===== src/rtl/dcsk_demodulator.sv =====
// DCSK receiver: buffers the reference half of each frame, correlates the
// data half against it chip by chip and emits one decided bit per frame.
package spreading_factors_pkg;
  typedef enum logic [1:0] {SF4 = 2'd0, SF8 = 2'd1, SF16 = 2'd2, SF32 = 2'd3} sf_e;

  // Half-frame length H for a 2-bit spreading-factor code.
  function automatic logic [4:0] half_len(input logic [1:0] sf);
    return 5'd2 << sf;
  endfunction
endpackage

module dcsk_demodulator
  import spreading_factors_pkg::*;
(
  input  logic i_clk,
  input  logic i_arst_n,
  dcsk_demodulator_if.slave bus
);

  typedef enum logic [1:0] {IDLE, REF, DATA} state_e;

  state_e      state, state_d;
  logic [4:0]  cnt, cnt_d;
  logic [4:0]  acc;
  logic [15:0] sr;
  logic [1:0]  sf_q;

  logic              adv, frame_start, mid_sync, last, data_chip, match;
  logic              dec_bit, dec_tie;
  logic [1:0]        sf_cur;
  logic [4:0]        h, tap, idx, a_fin;
  logic signed [6:0] corr_w;

  // A new frame starts on any sync, or implicitly on the chip right after a
  // completed frame (REF with the counter parked at 0).
  always_comb begin
    adv         = bus.i_chip_valid && (state != IDLE || bus.i_sync);
    frame_start = bus.i_chip_valid && (bus.i_sync || (state == REF && cnt == 5'd0));
    mid_sync    = bus.i_chip_valid && bus.i_sync && state != IDLE && cnt != 5'd0;
    sf_cur      = frame_start ? bus.i_sf : sf_q;
    h           = half_len(sf_cur);
    tap         = h - 5'd1;
    idx         = frame_start ? 5'd0 : cnt;
    last        = idx == ({h[3:0], 1'b0} - 5'd1);
    data_chip   = idx >= h;
    match       = data_chip && (bus.i_chip == sr[tap[3:0]]);
    a_fin       = acc + {4'd0, match};
    corr_w      = $signed({1'b0, a_fin, 1'b0}) - $signed({2'b00, h});
  end

  // State register
  always_ff @(posedge i_clk or negedge i_arst_n) begin
    if (!i_arst_n) begin
      state <= IDLE;
      cnt   <= 5'd0;
    end else begin
      state <= state_d;
      cnt   <= cnt_d;
    end
  end

  // Next state: after the last chip we park in REF with cnt 0 awaiting chip 0.
  always_comb begin
    state_d = state;
    cnt_d   = cnt;
    if (adv) begin
      if (last) begin
        state_d = REF;
        cnt_d   = 5'd0;
      end else begin
        cnt_d   = idx + 5'd1;
        state_d = (idx + 5'd1 < h) ? REF : DATA;
      end
    end
  end

  // Output decode
  always_comb begin
    bus.o_busy = state != IDLE;
    dec_bit    = {a_fin, 1'b0} >= {1'b0, h};
    dec_tie    = a_fin == {1'b0, h[4:1]};
  end

  // Datapath and registered outputs
  always_ff @(posedge i_clk or negedge i_arst_n) begin
    if (!i_arst_n) begin
      sr              <= '0;
      sf_q            <= SF4;
      acc             <= 5'd0;
      bus.o_msg_bit   <= 1'b0;
      bus.o_msg_valid <= 1'b0;
      bus.o_corr      <= '0;
      bus.o_tie       <= 1'b0;
      bus.o_abort     <= 1'b0;
    end else begin
      bus.o_msg_valid <= adv && last;
      bus.o_abort     <= mid_sync;
      if (bus.i_chip_valid) sr <= {sr[14:0], bus.i_chip};
      if (adv) begin
        sf_q <= sf_cur;
        acc  <= frame_start ? 5'd0 : a_fin;
        if (last) begin
          bus.o_msg_bit <= dec_bit;
          bus.o_corr    <= corr_w[5:0];
          bus.o_tie     <= dec_tie;
        end
      end
    end
  end

endmodule


===== src/rtl/dcsk_demodulator_if.sv =====
// Chip-stream / decision bundle between frame sync and the DCSK demodulator.
// master drives chips and reads decisions; slave is the demodulator.
interface dcsk_demodulator_if;
  logic              i_chip;
  logic              i_chip_valid;
  logic              i_sync;
  logic [1:0]        i_sf;
  logic              o_msg_bit;
  logic              o_msg_valid;
  logic signed [5:0] o_corr;
  logic              o_tie;
  logic              o_abort;
  logic              o_busy;

  modport master (
    output i_chip, i_chip_valid, i_sync, i_sf,
    input  o_msg_bit, o_msg_valid, o_corr, o_tie, o_abort, o_busy
  );

  modport slave (
    input  i_chip, i_chip_valid, i_sync, i_sf,
    output o_msg_bit, o_msg_valid, o_corr, o_tie, o_abort, o_busy
  );
endinterface


===== src/flat_wrapper.sv =====
// flat-port wrapper written by rule: the top's interface ports become plain ports
module dcsk_demodulator_flat import spreading_factors_pkg::*;
  (i_clk, i_arst_n, bus_i_chip, bus_i_chip_valid, bus_i_sync, bus_i_sf, bus_o_msg_bit, bus_o_msg_valid, bus_o_corr, bus_o_tie, bus_o_abort, bus_o_busy);
  dcsk_demodulator_if bus_i ();
  input  logic i_clk;
  input  logic i_arst_n;
  input wire logic [$bits(bus_i.i_chip)-1:0] bus_i_chip;
  input wire logic [$bits(bus_i.i_chip_valid)-1:0] bus_i_chip_valid;
  input wire logic [$bits(bus_i.i_sync)-1:0] bus_i_sync;
  input wire logic [$bits(bus_i.i_sf)-1:0] bus_i_sf;
  output wire logic [$bits(bus_i.o_msg_bit)-1:0] bus_o_msg_bit;
  output wire logic [$bits(bus_i.o_msg_valid)-1:0] bus_o_msg_valid;
  output wire logic [$bits(bus_i.o_corr)-1:0] bus_o_corr;
  output wire logic [$bits(bus_i.o_tie)-1:0] bus_o_tie;
  output wire logic [$bits(bus_i.o_abort)-1:0] bus_o_abort;
  output wire logic [$bits(bus_i.o_busy)-1:0] bus_o_busy;
  assign bus_i.i_chip = bus_i_chip;
  assign bus_i.i_chip_valid = bus_i_chip_valid;
  assign bus_i.i_sync = bus_i_sync;
  assign bus_i.i_sf = bus_i_sf;
  assign bus_o_msg_bit = bus_i.o_msg_bit;
  assign bus_o_msg_valid = bus_i.o_msg_valid;
  assign bus_o_corr = bus_i.o_corr;
  assign bus_o_tie = bus_i.o_tie;
  assign bus_o_abort = bus_i.o_abort;
  assign bus_o_busy = bus_i.o_busy;
  dcsk_demodulator u_core (.i_clk(i_clk), .i_arst_n(i_arst_n), .bus(bus_i));
endmodule

===== config.mk =====
export PLATFORM = sky130hd
export DESIGN_NAME = dcsk_demodulator_flat
export DESIGN_NICKNAME = d
export VERILOG_FILES = /design/src/rtl/dcsk_demodulator.sv /design/src/rtl/dcsk_demodulator_if.sv /design/src/flat_wrapper.sv
export SDC_FILE = /design/constraint.sdc
export NUM_CORES = 1
export LEC_CHECK = 0
export CORE_ASPECT_RATIO = 0.8
export CORE_MARGIN = 2
export CORE_UTILIZATION = 48
export CTS_BUF_LIST = sky130_fd_sc_hd__clkbuf_2
export DETAILED_ROUTE_END_ITERATION = 6
export PLACE_DENSITY = 0.69
export SLEW_MARGIN = 20
export SYNTH_ARGS = -nofsm -noshare
export SYNTH_HDL_FRONTEND = slang
export SYNTH_SLANG_ARGS = --single-unit

===== constraint.sdc =====
create_clock -name i_clk -period 11.15 [get_ports i_clk]
set_clock_uncertainty 0.2 [all_clocks]
set_input_delay 2.23 -clock i_clk [delete_from_list [all_inputs] [get_ports i_clk]]
set_output_delay 2.23 -clock i_clk [all_outputs]
set_load 0.02 [all_outputs]

==> run summary <==
register area = 975.9 um^2
vias per cell = 5.432
number of global-route vias before repair = 1554
worst path cell trace = clkdlybuf4s50_1, and2_2, a21oi_4, mux2i_1, nand2_1, ha_1, o21a_1, o211ai_1, a21boi_0, nand2_1, nor2_1, or3b_1, ha_1, ha_1, ha_1, o21a_1, nor2_1, o21ai_0, xnor2_1, mux2_2
WP data arrival = 7.46 ns
largest net degree at the start of global routing = 40
Netlist cell types = 44
CP Max Fanout = 22
Final period util = 65.99%
DRC violations left = 0
Hold Slack = 0.3244 ns
worst-margin pin slew = 0.8884 ns
max-cap violations = 0
1st-pass router iterations = 4
Slew HR = 40.58%
post-route antenna net violation count = 0
Syn Inst Count = 209
final core utilization = 55.31%
Root Buffer = clkbuf_2
most frequent CP cell = ha_1
sequential fraction of the synthesis area = 43.19%
critical path startpoint = bus_i_chip_valid
Remaining Overflow, GRT = 0
Syn. warnings = 0
Setup Buffers After CTS = 0
Hold Buf Count CTS = 0
GP Congestion = 0.7816
via count = 1559
Top Ports = 18
Detailed Route WL = 4181 um
multi-input logic area = 1205 um^2
die area = 5276 um^2
placed cell count = 279
worst hold path startpoint = u_core.sr[4]
fin. max-slew vios = 0
initial antenna violation count = 0
first-pass GRT wire length = 7507 um
worst r2r src = u_core.cnt[3]
layout cells sized above 1 = 18.06%
ant diodes = 0
Starting Density = 49.45%
Mapped Area = 2260 um^2
Synth Net Count = 232
Filler Cell Count = 423
startpoint types = primary input
final hold violation count = 0
Critical Path End Type = flop
Buffers on Ports = 16
Final nets = 249
GRT Total Usage = 18.71%
die width = 80.71 um
Avg Inst Size Synth = 10.81 um^2
delay of the slowest cell on the worst path = 0.87 ns
Synth async-reset ratio = 100.0%
CTS Buf Count = 5
CP Buf/Inv Count = 1
slowest CP cell = clkdlybuf4s50_1
Leak = 1.191 nW
Area growth, synth to finish = 11.85%
Clk pin slew, worst setup/hold paths = 0.23 ns
Die H = 65.37 um
unrepaired setup endpoints after global routing = no
CP required = 11.25 ns
crit path time final = 7.358 ns
drt wl/cell = 14.57 um
pwr dens = 247.8 nW/um^2
Main synth FF type = dfrtp_1
worst min-delay path class = flop to flop
Resized Gates After CTS = 0
clk sink count = 39
fmax = 135.9 MHz
FP Rows = 22
CTS tree = yes
Setup Viol. Count Final = 0
CTS H-tree lvls = 2
Seq cells post-synth = 39
Post-synth EDFFs = 0
critical path's top delay family = simple AND/OR/NAND/NOR gates
initial drt markers = 130
Max VDD drop = 0.0001088 V
setup TNS = 0 ns
CTS max path bufs = 2
core box area = 4569 um^2
status = completed
Clock Latency Late Sink = 0.41 ns
final std cells w/o fill = 287
crit path kind = primary input to flop
post-DP HPWL = 2956 um
Design Power = 0.0006262 W
## stage by stage
stage	setup slack [ns]	area, um^2
after floorplan	4.871	2260
after global placement	3.488	2456
after detailed placement	3.357	2456
after CTS	3.834	2527
after global routing	3.334	2527
final	3.792	2527
## Yosys cell counts (all sizes together) (3+ instances only)
master,number,share of area (%)
nor3,3,1.2
xor2,7,2.7
o21a,3,1.0
a21oi,9,2.5
nand2,27,4.5
mux2,22,11
ha,16,8.9
o211ai,3,1.0
dfrtp,39,43
nor2,8,1.3
a31oi,3,0.83
nand3,5,1.1
mux2i,8,3.7
and2,4,1.2
buf,5,1.5
o21ai,8,1.8
xnor2,5,1.9
inv,10,1.7
## layer usage
metal | track usage, % | up-vias | wire, um
met5 | 0 | - | 0
met4 | 4.449 | 0 | 38
met3 | 5.082 | 5 | 208
met2 | 27.19 | 33 | 1733
met1 | 27.71 | 753 | 2201
li1 | - | 768 | -
## final timing paths
path | endpoint | slack, ns | depth (start not counted)
max | u_core.bus.o_corr[5] | 3.79 | 20
max reg2reg | u_core.bus.o_corr[5] | 6.23 | 19
max in group asynchronous | u_core.sr[15] | 8.48 | 1
min in group asynchronous | u_core.bus.o_msg_bit | 1.68 | 1
min | u_core.sr[5] | 0.32 | 1
min reg2reg | u_core.sr[5] | 0.32 | 1
## cells by family after synthesis
| kind of cell | synth area share, % |
|---|---|
| AO/OA/AOI/OAI | 9.691 |
| XOR/XNOR | 4.651 |
| adder cells (fa/ha/maj) | 8.859 |
| buffers and inverters | 3.488 |
| flip-flops | 43.19 |
| multiplexers | 14.67 |
| other | 0.1660 |
| AND/OR/NAND/NOR | 15.28 |
## worst reg2reg max path: cells and delay by family (launching register included)
kind | cells | cell delay (ns)
and+or+nand+nor | 6 | 1.24
adders and majority gates | 4 | 1.14
AOI/OAI and AO/OA | 6 | 0.92
muxes | 2 | 0.63
DFF | 1 | 0.54
xor gates and xnor gates | 1 | 0.15
## area by class of cell
type	instances	share of cell area (%)
clock buffer	5	0.9901
clock inverter	3	1.832
inverter	10	1.485
multi-input combinational	153	47.67
sequential	39	38.61
tap	60	2.970
timing repair buffer	17	6.436
## cell usage in the layout (no fill, tap or decap), drive strengths merged, types with 2 or more instances in the layout
cell type	instances
ha	16
clkdlybuf4s50	15
nand2b	2
o21ai	8
buf	2
o211ai	3
nor2	8
o21a	3
mux2i	8
clkbuf	5
nand3	5
a31oi	3
and2	4
mux2	22
xor2	7
a22o	2
a21oi	9
nand2	27
dfrtp	39
xnor2	5
inv	11
nor4b	2
nand4b	2
nor3	3
## state kept, by name (all words and copies together), names as in the netlist
signal                  count
u_core.bus.o_corr           5
u_core.sf_q                 2
u_core.sr                  16
u_core.cnt                  5
u_core.state                2
u_core.bus.o_msg_bit        1
u_core.bus.o_tie            1
u_core.bus.o_msg_valid      1
u_core.acc                  5
u_core.bus.o_abort          1
## power breakdown
| group | switching [W] | total (W) | internal (W) | leakage (nW) |
|---|---|---|---|---|
| sequential | 0.0000444 | 0.000235 | 0.000190 | 0.486 |
| combinational | 0.000151 | 0.000301 | 0.000150 | 0.665 |
| clock | 0.0000522 | 0.0000908 | 0.0000386 | 0.0396 |
No activity file was read; power rests on OpenSTA's default activity.
==> RTL edit 1, RTL diff (config.mk and constraints unchanged) <==
Make the reset (`i_arst_n`) synchronous in 2 clocked blocks.
--- a/src/rtl/dcsk_demodulator.sv
+++ b/src/rtl/dcsk_demodulator.sv
@@ -51,3 +51,3 @@
   // State register
-  always_ff @(posedge i_clk or negedge i_arst_n) begin
+  always_ff @(posedge i_clk) begin
     if (!i_arst_n) begin
@@ -84,3 +84,3 @@
   // Datapath and registered outputs
-  always_ff @(posedge i_clk or negedge i_arst_n) begin
+  always_ff @(posedge i_clk) begin
     if (!i_arst_n) begin
Function: differs if i_arst_n is asserted again (counterexample within 4 cycles, from zero or initial values and one cycle with i_arst_n low); with i_arst_n held inactive, the same outputs for 10 cycles.
==> RTL edit 1 against the unedited design <==
Register-to-register slack improved by 0.43 ns; cell area shrank 0.25%; area after synthesis grew 0.78%; wire length up 12%; sequential cell count did not move; worst setup slack improved by 0.80 ns; non-clock buffer count rose by 2.
Power is not compared: it rests on default switching activity, and its combinational part moved more than twofold at a synthesized area within 25%.
==> RTL edit 1: results (changes against the unedited design) <==
[finish]
seq_share = 0.3097  ; -0.07646
multi_input_area_mm2 = 0.001403  ; +16%
n_all_buffers = 19  ; +2
drive_above_1_share = 0.08397  ; -0.09665
clockNetworkAreaShare = 0.01687  ; -0.01134
final_cells = 322  ; +12%
buf_share = 0.07246  ; +0.008100
register_area_um2 = 780.7  ; -20%
seq_cells = 39  ; unchanged
multi_input_gates = 186  ; +22%
nets = 284  ; +14%
clock_buffers = 6  ; +1
num-fill-cells = 459  ; +8.5%

[place]
pre_cts_ws_ns = 4.155  ; +0.7983 ns
postPlaceCellArea_mm2 = 0.002479  ; +0.92%
dpl.hpwl_um = 3530  ; +19%
place_congestion = 0.9151  ; +17%
dp_cells = 314  ; +13%

[worst_hold_path]
hold_path_end = u_core.bus.o_corr[2]
hold_path_depth = 2  ; +1
min_from = u_core.bus.o_corr[2]

[sta]
hold_slack_ns = 0.2726  ; -0.05183 ns
fin_ws_ns = 4.589  ; +0.7962 ns
worst_pin_slew_ns = 0.5035  ; -0.3849 ns

[global_routing]
grt_use_total = 0.1991  ; +0.01196
grt_pass1_wl_um = 8148  ; +8.5%
grt_pass1_vias = 1678  ; +8.0%
grt_max_degree = 34  ; -15%

[clock_network]
clock_latency_ns = 0.38  ; -0.03 ns
h-tree-depth = 2  ; unchanged
clk_pin_slew_ns = 0.21  ; -0.02 ns

[setup_path]
cp-endpoint = u_core.bus.o_msg_bit
ff2ff_path_depth = 18  ; -1
rr_startpoint = u_core.cnt[3]
cpLargestDelayFamily = compound AO/OA/AOI/OAI gates
cpPeakStageDelay_ns = 0.41  ; -0.46 ns
crit_fanout = 24  ; +9.1%
rrSetupSlack_ns = 6.66  ; +0.43 ns
cp.arrival_ns = 6.65  ; -0.81 ns

[synth]
async_reset_ff_frac = 0  ; -1.000
synth_edf_count = 0  ; unchanged
synth_nets = 270  ; +16%
avgSynthCellArea_um2 = 9.219  ; -15%
synth.area.top_cells = dfxtp_1 34%, mux2i_1 9.2%, ha_1 8.8%
synth.distinct_cells = 50  ; +14%
yosys_warnings = 0  ; unchanged
ys_seq_area_frac = 0.3429  ; -0.08904
yosys_most_used_dff = dfxtp_1
synth_common_cells = 39 x dfxtp_1, 22 x nor2b_1, 21 x mux2i_1

[route]
wl_um = 4664  ; +12%
drt_iter0_markers = 98  ; -25%
dr.pass1.iters = 4  ; unchanged
vias = 1756  ; +13%

[status]
status = finished clean

[power_and_ir_drop]
p_clk_uw = 63.0

RTL edit 1: cell count changes in the layout (fill, tap and decap cells not counted), sizes merged, moves of 3 or more:
cell   before  now
nor2b       1   22
dfxtp       0   39
mux2       22    2
xor2        7    4
nand3       5   11
mux2i       8   21
o21a        3    7
dfrtp      39    0
nand2      27   21
a32o        0    3
RTL edit 1: routing by layer:
| layer | up-vias | track usage | part of all wire |
|---|---|---|---|
| met4 | 0 | 0.05932 | 0.014 |
| met1 | 790 | 0.2759 | 0.50 |
| met5 | - | 0 | 0 |
| met2 | 57 | 0.3130 | 0.43 |
| met3 | 8 | 0.03846 | 0.056 |
| li1 | 901 | - | - |
RTL edit 1: logic make-up after synthesis:
| family | synth area share |
|---|---|
| adders and majority gates | 0.08791 |
| and+or+nand+nor | 0.2187 |
| muxes | 0.1038 |
| AOI/OAI and AO/OA | 0.1615 |
| buffers and inverters | 0.04121 |
| DFF | 0.3429 |
| other | 0.001647 |
| xor gates and xnor gates | 0.04231 |
==> RTL edit 2, RTL diff (config.mk and constraints unchanged) <==
Without the edit above. Encoding of `state_e`: now one-hot (3 bits for 3 states).
--- a/src/rtl/dcsk_demodulator.sv
+++ b/src/rtl/dcsk_demodulator.sv
@@ -19,3 +19,3 @@
 
-  typedef enum logic [1:0] {IDLE, REF, DATA} state_e;
+  typedef enum logic [2:0] {IDLE = 3'b001, REF = 3'b010, DATA = 3'b100} state_e;
 
Check against the original RTL: same outputs for any inputs over 10 cycles, from zero or initial values and one cycle with i_arst_n low; not proved beyond that.
==> RTL edit 2 against the unedited design <==
Area after synthesis rose by 2.3%; power fell by 12%; sequential cell count rose by 1; register-to-register slack got worse by 0.57 ns; utilization rose by 0.15 points; cell area rose by 1.5%; worst setup slack got worse by 0.32 ns; wire length rose by 3.4%; critical path type unchanged; critical endpoint unchanged; highest routed layer unchanged.
==> RTL edit 2: results (changes against the unedited design) <==
[flow_run]
maxCapViolations = 0  ; unchanged

[power_and_ir_drop]
p_leak_uw = 0.001143  ; -4.0%
vdd_drop_max_mv = 0.1022  ; -6.1%

[clock_network]
root_buffer = clkbuf_2
cts_buffer_depth = 2  ; unchanged
cts_setup_buffers = 0  ; unchanged
h-tree-depth = 2  ; unchanged
clock_latency_ns = 0.41  ; about the same
clk_pin_slew_ns = 0.21  ; -0.02 ns
cts_resized = 0  ; unchanged
cts_buffers = 5  ; unchanged

[place]
dpl.hpwl_um = 3156  ; +6.8%
numPortBuffers = 16  ; unchanged
place_congestion = 0.8750  ; +12%
pre_cts_ws_ns = 3.063  ; -0.2943 ns
postPlaceCellArea_mm2 = 0.002497  ; +1.7%

[global_routing]
grt_pass1_wl_um = 7603  ; +1.3%
antenna_found_initial = 0  ; unchanged
grt_use_total = 0.1878  ; +0.0006622
grt_max_degree = 41  ; +2.5%
grt_pass1_vias = 1529  ; -1.6%

[setup_path]
slowest_stage = clkdlybuf4s50_1
cpPeakStageDelay_ns = 1.06  ; +0.19 ns
crit_fanout = 28  ; +27%
cpLargestDelayFamily = compound AO/OA/AOI/OAI gates
cp.arrival_ns = 7.78  ; +0.32 ns

[synth]
async_reset_ff_frac = 1.000  ; unchanged
synth.area.top_cells = dfrtp_1 42%, mux2_2 8.8%, ha_1 8.7%
synth_common_cells = 39 x dfrtp_1, 19 x nand2_1, 18 x mux2_2
yosys_warnings = 0  ; unchanged
synth_nets = 245  ; +5.6%
synth.distinct_cells = 46  ; +4.5%
yosys_most_used_dff = dfrtp_1
ys_seq_area_frac = 0.4334  ; +0.001548

[status]
status = finished clean

[route]
dr.pass1.iters = 4  ; unchanged
wl_um = 4324  ; +3.4%
drc_errors = 0  ; unchanged
drt_iter0_markers = 110  ; -15%
vias = 1600  ; +2.6%

[sta]
relSlewSlack = 0.3968  ; -0.009038

[finish]
drive_above_1_share = 0.1597  ; -0.02095
top_register = u_core.sr
nets = 260  ; +4.4%
largest_reg_flops = 16  ; unchanged
antenna_cells = 0  ; unchanged

[worst_hold_path]
min_path_type = reg2reg

RTL edit 2: changes by cell type after synthesis, moves of 4 or more:
cell,change
o21ai_0,+7
mux2_2,-4
mux2i_1,-4
nand2_1,-8
inv_1,+4
o21a_1,+4
clkbuf_1,+4
RTL edit 2: metrics by stage:
step | power (uW) | util | std cells | hold slack, ns
after floorplan | 398.7 | - | 222 | 0.2492
after global placement | 462.4 | 0.5400 | 290 | 0.2626
after detailed placement | 465.5 | 0.5400 | 290 | 0.2683
after CTS | 556.0 | 0.5547 | 298 | 0.3109
after global routing | 601.9 | 0.5547 | 298 | 0.3515
final | 552.3 | 0.5547 | 298 | 0.3097
RTL edit 2: logic make-up after synthesis:
group | synth area share
other cells | 0.001622
flops | 0.4334
mux | 0.1071
fa+ha+maj | 0.08658
xor+xnor | 0.04167
buf+inv | 0.04762
simple gates | 0.1488
compound gates | 0.1331
RTL edit 2: area by class of cell:
cell class | count | area (um^2)
Timing Repair Buffer | 17 | 162.7
Clock inverter | 3 | 42.54
Inverter | 14 | 57.56
Clock buffer | 5 | 25.02
Fill cell | 404 | 2059
Tap cell | 60 | 75.07
Sequential cell | 40 | 1002
Multi-Input combinational cell | 159 | 1200
RTL edit 2: per-layer routing:
metal  wire [um]  track usage  part of all wire  vias up
met2        1777       0.2777              0.41       34
li1            -            -                 -      811
met4          31      0.04375            0.0072        0
met5           0            0                 0        -
met3         171      0.04098             0.040        4
met1        2343       0.2805              0.54      751
RTL edit 2: worst min-delay path, stage by stage, from the launching register on:
cell,delay (ns)
dfrtp_1,0.39
nand2_1,0.05
o21ai_0,0.05
RTL edit 2: path summary, 6_finish.rpt:
check                            startpoint                   end  slack, ns  cells after the start
max                        bus_i_chip_valid  u_core.bus.o_corr[5]       3.47                     21
min                            u_core.sr[2]          u_core.sr[3]       0.31                      2
max reg2reg                   u_core.cnt[3]  u_core.bus.o_corr[5]       5.66                     20
min reg2reg                    u_core.sr[2]          u_core.sr[3]       0.31                      2
max in group asynchronous          i_arst_n  u_core.bus.o_corr[5]       8.48                      1
min in group asynchronous          i_arst_n    u_core.bus.o_abort       1.70                      1
RTL edit 2: power by group:
part	switching, uW	internal [uW]	leakage (uW)
Combinational	121	119	0.000601
Sequential	37.0	187	0.000503
Clock	50.8	37.4	0.0000390
Total	208	344	0.00114
